## config.mk

```make
export PLATFORM = sky130hd
export DESIGN_NAME = hazard_ctrl
export DESIGN_NICKNAME = d
export VERILOG_FILES = /design/src/rtl/hazard_ctrl_pkg.sv /design/src/rtl/hazard_ctrl_fwd_sel.sv /design/src/rtl/hazard_ctrl.sv
export SDC_FILE = /design/constraint.sdc
export NUM_CORES = 1
export LEC_CHECK = 0
export CAP_MARGIN = 20
export CORE_ASPECT_RATIO = 0.5
export CORE_MARGIN = 4
export CORE_UTILIZATION = 30
export CTS_BUF_LIST = sky130_fd_sc_hd__clkbuf_8
export CTS_CLUSTER_SIZE = 8
export DETAILED_ROUTE_END_ITERATION = 10
export GPL_TIMING_DRIVEN = 0
export HOLD_SLACK_MARGIN = 0.15
export PLACE_DENSITY = 0.7
export SYNTH_ARGS = -nofsm -noshare
export SYNTH_HDL_FRONTEND = slang
export SYNTH_SLANG_ARGS = --single-unit
```

## constraint.sdc

```tcl
create_clock -name clk -period 3.5 [get_ports clk]
set_input_delay 0.35 -clock clk [delete_from_list [all_inputs] [get_ports clk]]
set_output_delay 0.35 -clock clk [all_outputs]
set_load 0.02 [all_outputs]
```

## src/rtl/hazard_ctrl_pkg.sv

```systemverilog
// Shared encodings for the xgriscv hazard controller: register index width,
// forwarding selects, sequencing states and the shadow/debug record layouts.
package hazard_ctrl_pkg;

    localparam int RFIDX_WIDTH = 5;

    localparam logic [1:0] FWD_REG = 2'b00;
    localparam logic [1:0] FWD_W   = 2'b01;
    localparam logic [1:0] FWD_M   = 2'b10;

    typedef enum logic {
        HZ_RUN  = 1'b0,
        HZ_BUSY = 1'b1
    } hzState_e;

    typedef struct packed {
        logic [RFIDX_WIDTH-1:0] rd;
        logic                   regWrite;
        logic                   memToReg;
    } shadow_t;

    typedef struct packed {
        hzState_e state;
        shadow_t  e;
        shadow_t  m;
        shadow_t  w;
    } hzDebug_t;

endpackage

```

## src/rtl/hazard_ctrl_fwd_sel.sv

```systemverilog
// Compares one source index against the instructions that will sit in M and W
// next cycle and picks the operand source for the E-stage mux.
import hazard_ctrl_pkg::*;

module fwd_sel (
    input  logic [RFIDX_WIDTH-1:0] rs,
    input  shadow_t                nextM,
    input  shadow_t                nextW,
    output logic [1:0]             sel
);

    // A load in M has no data yet; the load-use bubble lets the consumer see it in W.
    always_comb begin
        sel = FWD_REG;
        if (rs != '0) begin
            if (nextM.regWrite && !nextM.memToReg && (nextM.rd == rs)) begin
                sel = FWD_M;
            end else if (nextW.regWrite && (nextW.rd == rs)) begin
                sel = FWD_W;
            end
        end
    end

endmodule

```

## src/rtl/hazard_ctrl.sv

```systemverilog
// Pipeline sequencing for the five-stage xgriscv: shadow rd tracking, registered
// forwarding selects, load-use/branch stall+flush strobes and mul/div hold.
import hazard_ctrl_pkg::*;

module hazard_ctrl (
    input  logic                   clk,
    input  logic                   reset,
    input  logic [RFIDX_WIDTH-1:0] rs1D,
    input  logic [RFIDX_WIDTH-1:0] rs2D,
    input  logic                   use1D,
    input  logic                   use2D,
    input  logic [RFIDX_WIDTH-1:0] rdD,
    input  logic                   regwriteD,
    input  logic                   memtoregD,
    input  logic                   mdvD,
    input  logic                   pcsrcE,
    input  logic                   mdv_done,
    output logic                   stallF,
    output logic                   stallD,
    output logic                   stallE,
    output logic                   flushD,
    output logic                   flushE,
    output logic                   flushM,
    output logic [1:0]             fwdaE,
    output logic [1:0]             fwdbE,
    output logic                   mdv_start,
    output hzDebug_t               dbg
);

    hzState_e state;
    shadow_t  shD, shE, shM, shW;
    logic [1:0] selA, selB;
    logic busy, busyHold, loadUse, branchKill, advanceE;

    assign shD = {rdD, regwriteD, memtoregD};

    fwd_sel uFwdA (.rs(rs1D), .nextM(shE), .nextW(shM), .sel(selA));
    fwd_sel uFwdB (.rs(rs2D), .nextM(shE), .nextW(shM), .sel(selB));

    // While BUSY the E slot holds a mul/div, so branch and load-use checks are moot.
    always_comb begin
        busy       = (state == HZ_BUSY);
        busyHold   = busy && !mdv_done;
        loadUse    = shE.memToReg && (shE.rd != '0) &&
                     ((use1D && (rs1D == shE.rd)) || (use2D && (rs2D == shE.rd)));
        branchKill = !busy && pcsrcE;
        stallF     = busyHold || (!busy && loadUse && !pcsrcE);
        stallD     = stallF;
        stallE     = busyHold;
        flushM     = busyHold;
        flushD     = branchKill;
        flushE     = branchKill || (!busy && loadUse);
        advanceE   = !stallE && !flushE;
    end

    always_ff @(posedge clk or negedge reset) begin
        if (!reset) begin
            state     <= HZ_RUN;
            mdv_start <= 1'b0;
            shE       <= '0;
            shM       <= '0;
            shW       <= '0;
            fwdaE     <= FWD_REG;
            fwdbE     <= FWD_REG;
        end else begin
            mdv_start <= advanceE && mdvD;
            if (advanceE && mdvD) begin
                state <= HZ_BUSY;
            end else if (busy && mdv_done) begin
                state <= HZ_RUN;
            end

            if (flushE) begin
                shE   <= '0;
                fwdaE <= FWD_REG;
                fwdbE <= FWD_REG;
            end else if (!stallE) begin
                shE   <= shD;
                fwdaE <= selA;
                fwdbE <= selB;
            end

            shM <= flushM ? '0 : shE;
            shW <= shM;
        end
    end

    assign dbg = '{state: state, e: shE, m: shM, w: shW};

endmodule
```

==> results of run 1 <==
## placed cells by master (no fill, tap or decap), types with 2 or more instances in the layout
| cell type | count |
|---|---|
| or3_1 | 2 |
| o21ai_0 | 4 |
| inv_1 | 2 |
| dfrtp_1 | 27 |
| a32o_1 | 9 |
| xnor2_1 | 14 |
| nand2_1 | 9 |
| clkdlybuf4s50_1 | 56 |
| buf_4 | 3 |
| or4_1 | 3 |
| o211ai_1 | 2 |
| nor4_1 | 3 |
| xor2_1 | 6 |
| clkbuf_1 | 2 |
| nand2b_1 | 2 |
| clkbuf_8 | 3 |
| nand3_1 | 2 |
| nor4_2 | 2 |
| nor2b_1 | 9 |
## worst max path at each step
stage | start | endpoint | slack, ns | cells past startpoint
4_1_cts | rs1D[0] | stallF | 0.42 | 8
3_3_place_gp | rs1D[4] | stallF | 0.43 | 8
5_1_grt | rs1D[0] | stallF | 0.22 | 8
3_5_place_dp | rs1D[0] | stallF | 0.43 | 8
2_1_floorplan | dbg[20]$_DFFE_PN0P_ | stallF | 1.16 | 6
6_report | rs1D[0] | stallF | 0.42 | 8
## routing by layer
layer / routed length, microns / up-vias
met5: 0 / -
met4: 59 / 0
met3: 107 / 7
met2: 1660 / 21
met1: 1500 / 508
li1: - / 495
## cell families (layout without fill, tap and decap cells)
| kind of cell | Yosys count | count (layout) |
|---|---|---|
| buf+inv | 6 | 67 |
| simple gates | 36 | 36 |
| compound gates | 17 | 17 |
| xor+xnor | 20 | 20 |
| flops | 27 | 27 |
## power by group through the flow
stage | clock network [mW] | registers (mW) | logic, mW
2_1_floorplan | 0 | 0.420 | 0.0940
3_5_place_dp | 0 | 0.389 | 0.270
6_report | 0.168 | 0.382 | 0.268
5_1_grt | 0.184 | 0.388 | 0.287
3_3_place_gp | 0 | 0.388 | 0.265
4_1_cts | 0.177 | 0.382 | 0.271
## flip-flops by register name (all words and copies together) (netlist names)
| name | count |
|---|---|
| dbg | 21 |
| fwdaE | 2 |
| fwdbE | 2 |
| busy | 1 |
| mdv_start | 1 |
## critical path, cell delays in order
cell	delay [ns]
clkdlybuf4s50_1	0.55
xnor2_1	0.14
nand3_1	0.12
nor4_2	0.51
nor2_4	0.15
o21bai_1	0.19
buf_4	0.13
clkdlybuf4s50_1	0.59
## through the flow
step / instance area (sq um) / setup slack, ns / total power, mW / hold slack (ns)
after floorplan: 1250 / 1.16 / 0.514 / 0.0544
after global placement: 1880 / 0.434 / 0.653 / 0.361
after detailed placement: 1890 / 0.433 / 0.659 / 0.360
after CTS: 1940 / 0.419 / 0.830 / 0.381
after global routing: 1940 / 0.223 / 0.859 / 0.408
final: 1940 / 0.422 / 0.818 / 0.378
## cell type report
class / count / area (sq um) / share of cell area
multi-input cells: 73 / 539 / 0.278
clock buffers: 3 / 41.3 / 0.0213
well taps: 54 / 67.6 / 0.0349
inverters: 1 / 3.75 / 0.00194
clock inverters: 1 / 3.75 / 0.00194
flip-flops and latches: 27 / 676 / 0.349
repair buffers: 57 / 576 / 0.297
plain buffers: 5 / 30.0 / 0.0155
==> flow_summary.ini, run 1 <==
[run_status]
status = finished clean

[floorplanning]
boundaryPins = 57
die_area_sq_um = 5320
coreArea_sq_um = 3960
start_util = 0.315
die_y_microns = 53.6
fp.dieW_microns = 99.2
num_rows = 16

[layout]
layout-drive-gt1-share = 0.0778
syn_to_final_growth_pct = 55.1
fin_nets = 192
stdcell_count = 221
fill_cells = 375
final_core_util = 0.489
diodes = 0

[yosys]
netlist_top_cells_count = dfrtp_1, xnor2_1, a32o_1, nand2_1, nor2b_1
yosys.area.top_type = dfrtp_1
netlist_top_cells_area = dfrtp_1, xnor2_1, a32o_1
async_flop_share = 1.00
ys_warn_count = 0
synth-seq-area-share = 0.541
synth-xor-area-share = 0.140
synth_edf_count = 0
synth_compound_area_frac = 0.113
avgSynthCellArea_sq_um = 11.8
synth_top_family_by_area = simple AND/OR/NAND/NOR gates
synth_nets = 130
syn_inst = 106
yosysUniqueCellTypes = 23
synth.top_cell.area_share = 0.541
yosysMostFrequentCell = dfrtp_1
yosys.area_share.simple = 0.178
synth_ff_type = dfrtp_1
synthMuxAreaShare = 0
netlist_area_sq_um = 1250
synthAdderAreaFrac = 0
ys_ff_latch = 27

[placed_design]
dp.final_hpwl_microns = 2720
routabilityCongestion = 0.848
post-place-cells = 217
port_buffers = 56

[cts]
cts_hold_buf = 0
clockBufferDepth = 2
cts.sinks = 27
cts_tree = yes
cts_buffers = 3
clock_latency_ns = 0.27
post_cts_buffers = 0
cts_resized = 0
clk_pin_slew_ns = 0.08
ctsHtreeMaxLevel = 1
cts_root_buffer = clkbuf_8

[worst_hold_path]
worstHoldStart = dbg[7]$_DFF_PN0_
worstHoldEndpoint = dbg[0]$_DFF_PN0_
hp-class = reg2reg
holdPathStages = 0

[route]
drc_errors = 0
viasPerCell = 4.67
wire_per_inst_microns = 15.0
drt-initial-drc-count = 53
antenna_left = 0
num_vias = 1031
wl_microns = 3330
drt-pass1-iter-count = 4

[timing]
clock.fmax_mhz = 325
finalWorstPathRequiredPeriod_ns = 3.08
rsz0062_at_grt = false
max_slew_margin = 0.520
setup_tns_ns = 0
tightest_slew_ns = 0.717
finClkSkew_ns = 0.00498
setup_viol = 0
hold_viol_final = 0
post-route-period-util = 0.880
drv_slew = 0

[grt]
grt_pass1_wl_microns = 5380
grt_start_max_net_pins = 15
met1_usage = 0.166
grt.busiest_layer = met2
grtUsageMet2 = 0.224
gr-total-overflow = 0
antenna_found_initial = 0
grt_pass1_vias = 1082
grt_usage = 0.130
grt_util_met3 = 0.0272

[critical_path]
worstSetupStartpointType = primary input
reg2reg_setup_slack_ns = 1.66
r2r-end = dbg[14]$_DFFE_PN0P_
timing.rr.start = dbg[20]$_DFFE_PN0P_
crit_type = in2out
cp.required_ns = 3.15
critPathMaxFanout = 10
cp-end-kind = output port
cp.arrival_ns = 2.73
r2r_cells = 5

[power]
vdd_drop_max_mv = 0.134
clkPwrFrac = 0.206
p_switching_mw = 0.253
cellPowerDensity_nw_per_um2 = 422
internal_power_mw = 0.565
power_frac_seq = 0.467
p_comb_frac = 0.327
switching_share = 0.310
p_leak_nw = 0.772

[flow_run]
max-cap-violations = 0
Power figures use the tool's default switching activity.
==> inputs of run 2 (changes only) <==
Settings changed: CORE_UTILIZATION 30 to 46, PLACE_DENSITY 0.7 to 0.95.
==> run 2 against run 1 <==
Register-to-register slack worse by 0.12 ns. Clock skew down 0.0027 ns. Flip-flop and latch count unchanged. First-iteration DRC count up 15%. Largest power group unchanged.
==> flow_summary.ini, run 2 (same netlist as run 1, synthesis figures left out) <==
[run_status]
status = finished clean

[layout]
final_cell_mix = clkdlybuf4s50_1, dfrtp_1, xnor2_1
largest_reg_flops = 21
final_cell_area_sq_um = 1930
diodes = 0
layout-drive-gt1-share = 0.0778
syn_to_final_growth_pct = 54.4
final_common_cell = clkdlybuf4s50_1
fin_nets = 192

[floorplanning]
num_rows = 13
fp.dieW_microns = 81.7
die_y_microns = 44.8
start_util = 0.483
die_area_sq_um = 3660
coreArea_sq_um = 2590
boundaryPins = 57

[cts]
ctsHtreeMaxLevel = 1
cts_buffers = 3
clk_pin_slew_ns = 0.09
cts.sinks = 27
cts_hold_buf = 0
clock_latency_ns = 0.27
clockBufferDepth = 2
post_cts_buffers = 0
cts_tree = yes
cts_resized = 0
cts_root_buffer = clkbuf_8

[grt]
antenna_found_initial = 0
grt_pass1_vias = 1112
gr-total-overflow = 0
grt_usage = 0.205
grt_start_max_net_pins = 17
grt_pass1_wl_microns = 5540

[timing]
clock.fmax_mhz = 315
drv_slew = 0
finalWorstPathRequiredPeriod_ns = 3.17
max_slew_margin = 0.533
post-route-period-util = 0.906
setup_viol = 0
finClkSkew_ns = 0.00229
rsz0062_at_grt = false
hold_viol_final = 0
setup_tns_ns = 0
tightest_slew_ns = 0.699

[placed_design]
port_buffers = 56
routabilityCongestion = 0.886
placed_area_sq_um = 1880

[critical_path]
reg2reg_setup_slack_ns = 1.54
cp-end-kind = output port
crit_top_cell = clkdlybuf4s50_1
critPathMaxFanout = 10
path_cells = clkdlybuf4s50_1 > xnor2_1 > nand3_1 > nor4_2 > nor2_4 > o21bai_1 > buf_4 > clkdlybuf4s50_1
cp.required_ns = 3.15
crit_type = in2out
cp.arrival_ns = 2.82
critPathSlowestCell = clkdlybuf4s50_1
worstSetupStartpointType = primary input
max_stage_delay_ns = 0.59

[route]
highest_layer = met4
num_vias = 1116
dr_wl_met2_microns = 1750
viasPerCell = 5.47
met1_length_microns = 1550
wl_microns = 3480
drt-pass1-iter-count = 5
wl_met3_microns = 119
wire_per_inst_microns = 17.0
antenna_left = 0
drt-initial-drc-count = 61
drc_errors = 0

[worst_hold_path]
hp-class = reg2reg

[power]
p_leak_nw = 0.777
p_total_mw = 0.825
vdd_drop_max_mv = 0.204
cellPowerDensity_nw_per_um2 = 428

[flow_run]
max-cap-violations = 0
## run 2: cell counts in the layout (fill, tap and decap cells not counted)
No cell type changed its count.
## run 2: final timing paths
path	startpoint	to	cells after the start
min in group asynchronous	reset	dbg[3]$_DFF_PN0_	1
min	dbg[7]$_DFF_PN0_	dbg[0]$_DFF_PN0_	0
max reg2reg	dbg[20]$_DFFE_PN0P_	dbg[14]$_DFFE_PN0P_	5
max in group asynchronous	reset	dbg[8]$_DFF_PN0_	2
min reg2reg	dbg[7]$_DFF_PN0_	dbg[0]$_DFF_PN0_	0
max	rs1D[0]	stallF	8
## run 2: per-stage QoR
step / util / instances / setup slack, ns / hold slack [ns]
after global placement: 0.717 / 199 / 0.442 / 0.359
after floorplan: - / 106 / 1.16 / 0.0544
final: 0.746 / 204 / 0.330 / 0.389
after CTS: 0.746 / 204 / 0.355 / 0.385
after detailed placement: 0.728 / 200 / 0.369 / 0.365
after global routing: 0.746 / 204 / 0.196 / 0.411
## run 2: area by class of cell
type / count / area [sq um]
Buffer: 5 / 30.0
Inverter: 1 / 3.75
Clock inverter: 1 / 3.75
Tap cell: 37 / 46.3
Fill cell: 167 / 658
Multi-Input combinational cell: 73 / 539
Timing Repair Buffer: 57 / 588
Sequential cell: 27 / 676
Clock buffer: 3 / 41.3
## run 2: worst max-delay path, delay by kind of cell
family                 cells  cell delay, ns
buffers and inverters      3            1.29
AND/OR/NAND/NOR            3            0.83
AO/OA/AOI/OAI              1            0.19
XOR/XNOR                   1            0.15
## run 2: power by group
part | internal (mW) | switching [mW] | total [mW]
logic | 0.143 | 0.129 | 0.272
clock network | 0.0785 | 0.0901 | 0.169
registers | 0.345 | 0.0395 | 0.384
## run 2: layer usage
layer	up-vias	track usage
met5	-	0
met4	0	0.0629
met3	8	0.0418
met2	36	0.322
met1	573	0.290
li1	499	-
==> inputs of run 3 (changes only) <==
Settings changed: CAP_MARGIN 20 to default, CORE_MARGIN 4 to 5.
==> run 3 against run 2 <==
Power is 1.7% lower. Setup slack gained 0.017 ns. Largest power group unchanged. Utilization decreased by 1.5 points. Highest routed layer unchanged.
==> flow_summary.ini, run 3 (same netlist as run 1, synthesis figures left out) <==
[critical_path]
cp-end-kind = output port
cp.required_ns = 3.15
crit_start = rs1D[0]
critPathMaxFanout = 10
timing.rr.start = dbg[20]$_DFFE_PN0P_
cp.arrival_ns = 2.80
crit_type = in2out
worstSetupStartpointType = primary input

[layout]
fin_nets = 191
regArea_sq_um = 676
multiInputGateArea_sq_um = 539
layout-drive-gt1-share = 0.0723
syn_to_final_growth_pct = 52.2
final_common_cell = clkdlybuf4s50_1
diodes = 0
largest_reg_flops = 21
final_cell_mix = clkdlybuf4s50_1, dfrtp_1, xnor2_1
fill_cells = 178

[grt]
grt_usage = 0.172
grt_start_max_net_pins = 28
grt_pass1_wl_microns = 5220
antenna_found_initial = 0
grt_pass1_vias = 1020
gr-total-overflow = 0

[cts]
cts_buffers = 3
clk_pin_slew_ns = 0.08
cts_tree = yes
post_cts_buffers = 0
clockBufferDepth = 2
clock_latency_ns = 0.26
cts_root_buffer = clkbuf_8
cts_resized = 0
cts_hold_buf = 0
ctsHtreeMaxLevel = 1
cts.sinks = 27

[power]
switching_share = 0.306
p_switching_mw = 0.248
p_leak_nw = 0.765
p_comb_frac = 0.329
p_total_mw = 0.811
vdd_drop_max_mv = 0.222
internal_power_mw = 0.563
cellPowerDensity_nw_per_um2 = 427
power_frac_seq = 0.471
clkPwrFrac = 0.200

[route]
wl_microns = 3210
antenna_left = 0
drc_errors = 0
viasPerCell = 5.17
wire_per_inst_microns = 15.8
num_vias = 1049
drt-initial-drc-count = 45
drt-pass1-iter-count = 4

[timing]
tightest_slew_ns = 1.17
max_slew_margin = 0.216
setup_tns_ns = 0
clock.fmax_mhz = 317
drv_slew = 0
hold_viol_final = 0
finClkSkew_ns = 0.00622
finalWorstPathRequiredPeriod_ns = 3.15
setup_viol = 0
post-route-period-util = 0.901
rsz0062_at_grt = false

[worst_hold_path]
hp-class = reg2reg
worstHoldStart = dbg[7]$_DFF_PN0_

[floorplanning]
boundaryPins = 57
fp.dieW_microns = 83.7
start_util = 0.480
num_rows = 13
die_y_microns = 46.8
die_area_sq_um = 3920
coreArea_sq_um = 2600

[placed_design]
routabilityCongestion = 0.908
port_buffers = 56
dp.final_hpwl_microns = 2690

[flow_run]
max-cap-violations = 0

[run_status]
status = finished clean
-- run 3: changes by cell type in the layout (fill, tap and decap cells not counted) --
| cell | before | now |
|---|---|---|
| buf_16 | 1 | 0 |
-- run 3: metrics by stage --
stage / instances / util / cell area (sq um) / worst slack (ns) / hold slack (ns)
floorplan: 106 / - / 1250 / 1.16 / 0.0544
global placement: 199 / 0.713 / 1860 / 0.445 / 0.358
detailed placement: 199 / 0.713 / 1860 / 0.344 / 0.365
CTS: 203 / 0.730 / 1900 / 0.337 / 0.385
global route: 203 / 0.730 / 1900 / 0.210 / 0.409
finish: 203 / 0.730 / 1900 / 0.347 / 0.383
-- run 3: routing by layer --
metal  wire length [microns]  up-vias  global-route usage
li1                        -      499                   -
met1                    1380      521               0.221
met2                    1670       27               0.316
met3                     140        2              0.0350
met4                      19        0              0.0385
met5                       0        -                   0
-- run 3: layout make-up --
type / instances / area share
Timing Repair Buffer: 56 / 0.295
Inverter: 1 / 0.00197
Clock buffer: 3 / 0.0217
Tap cell: 37 / 0.0244
Clock inverter: 1 / 0.00197
Buffer: 5 / 0.0158
Multi-Input combinational cell: 73 / 0.284
Sequential cell: 27 / 0.355
-- run 3: final timing paths --
check | endpoint | slack (ns) | cells past startpoint
setup / recovery | stallF | 0.35 | 8
hold / removal | dbg[0]$_DFF_PN0_ | 0.38 | 0
setup reg to reg | dbg[16]$_DFFE_PN0P_ | 1.64 | 5
hold reg to reg | dbg[0]$_DFF_PN0_ | 0.38 | 0
max in group asynchronous | dbg[10]$_DFF_PN0_ | 2.10 | 1
min in group asynchronous | dbg[13]$_DFF_PN0_ | 0.71 | 1
-- run 3: worst max-delay path, cell delays in order --
cell and delay [ns]:
clkdlybuf4s50_1 0.56, xnor2_1 0.14, nand3_1 0.13, nor4_2 0.51, nor2_4 0.15, o21bai_1 0.22
buf_4 0.14, clkdlybuf4s50_1 0.59
-- run 3: power groups by stage --
stage	Combinational (mW)	Sequential (mW)	Clock, mW
final	0.267	0.382	0.163
after global routing	0.285	0.387	0.181
after CTS	0.270	0.382	0.168
after detailed placement	0.269	0.388	0
after global placement	0.262	0.386	0
after floorplan	0.0940	0.420	0
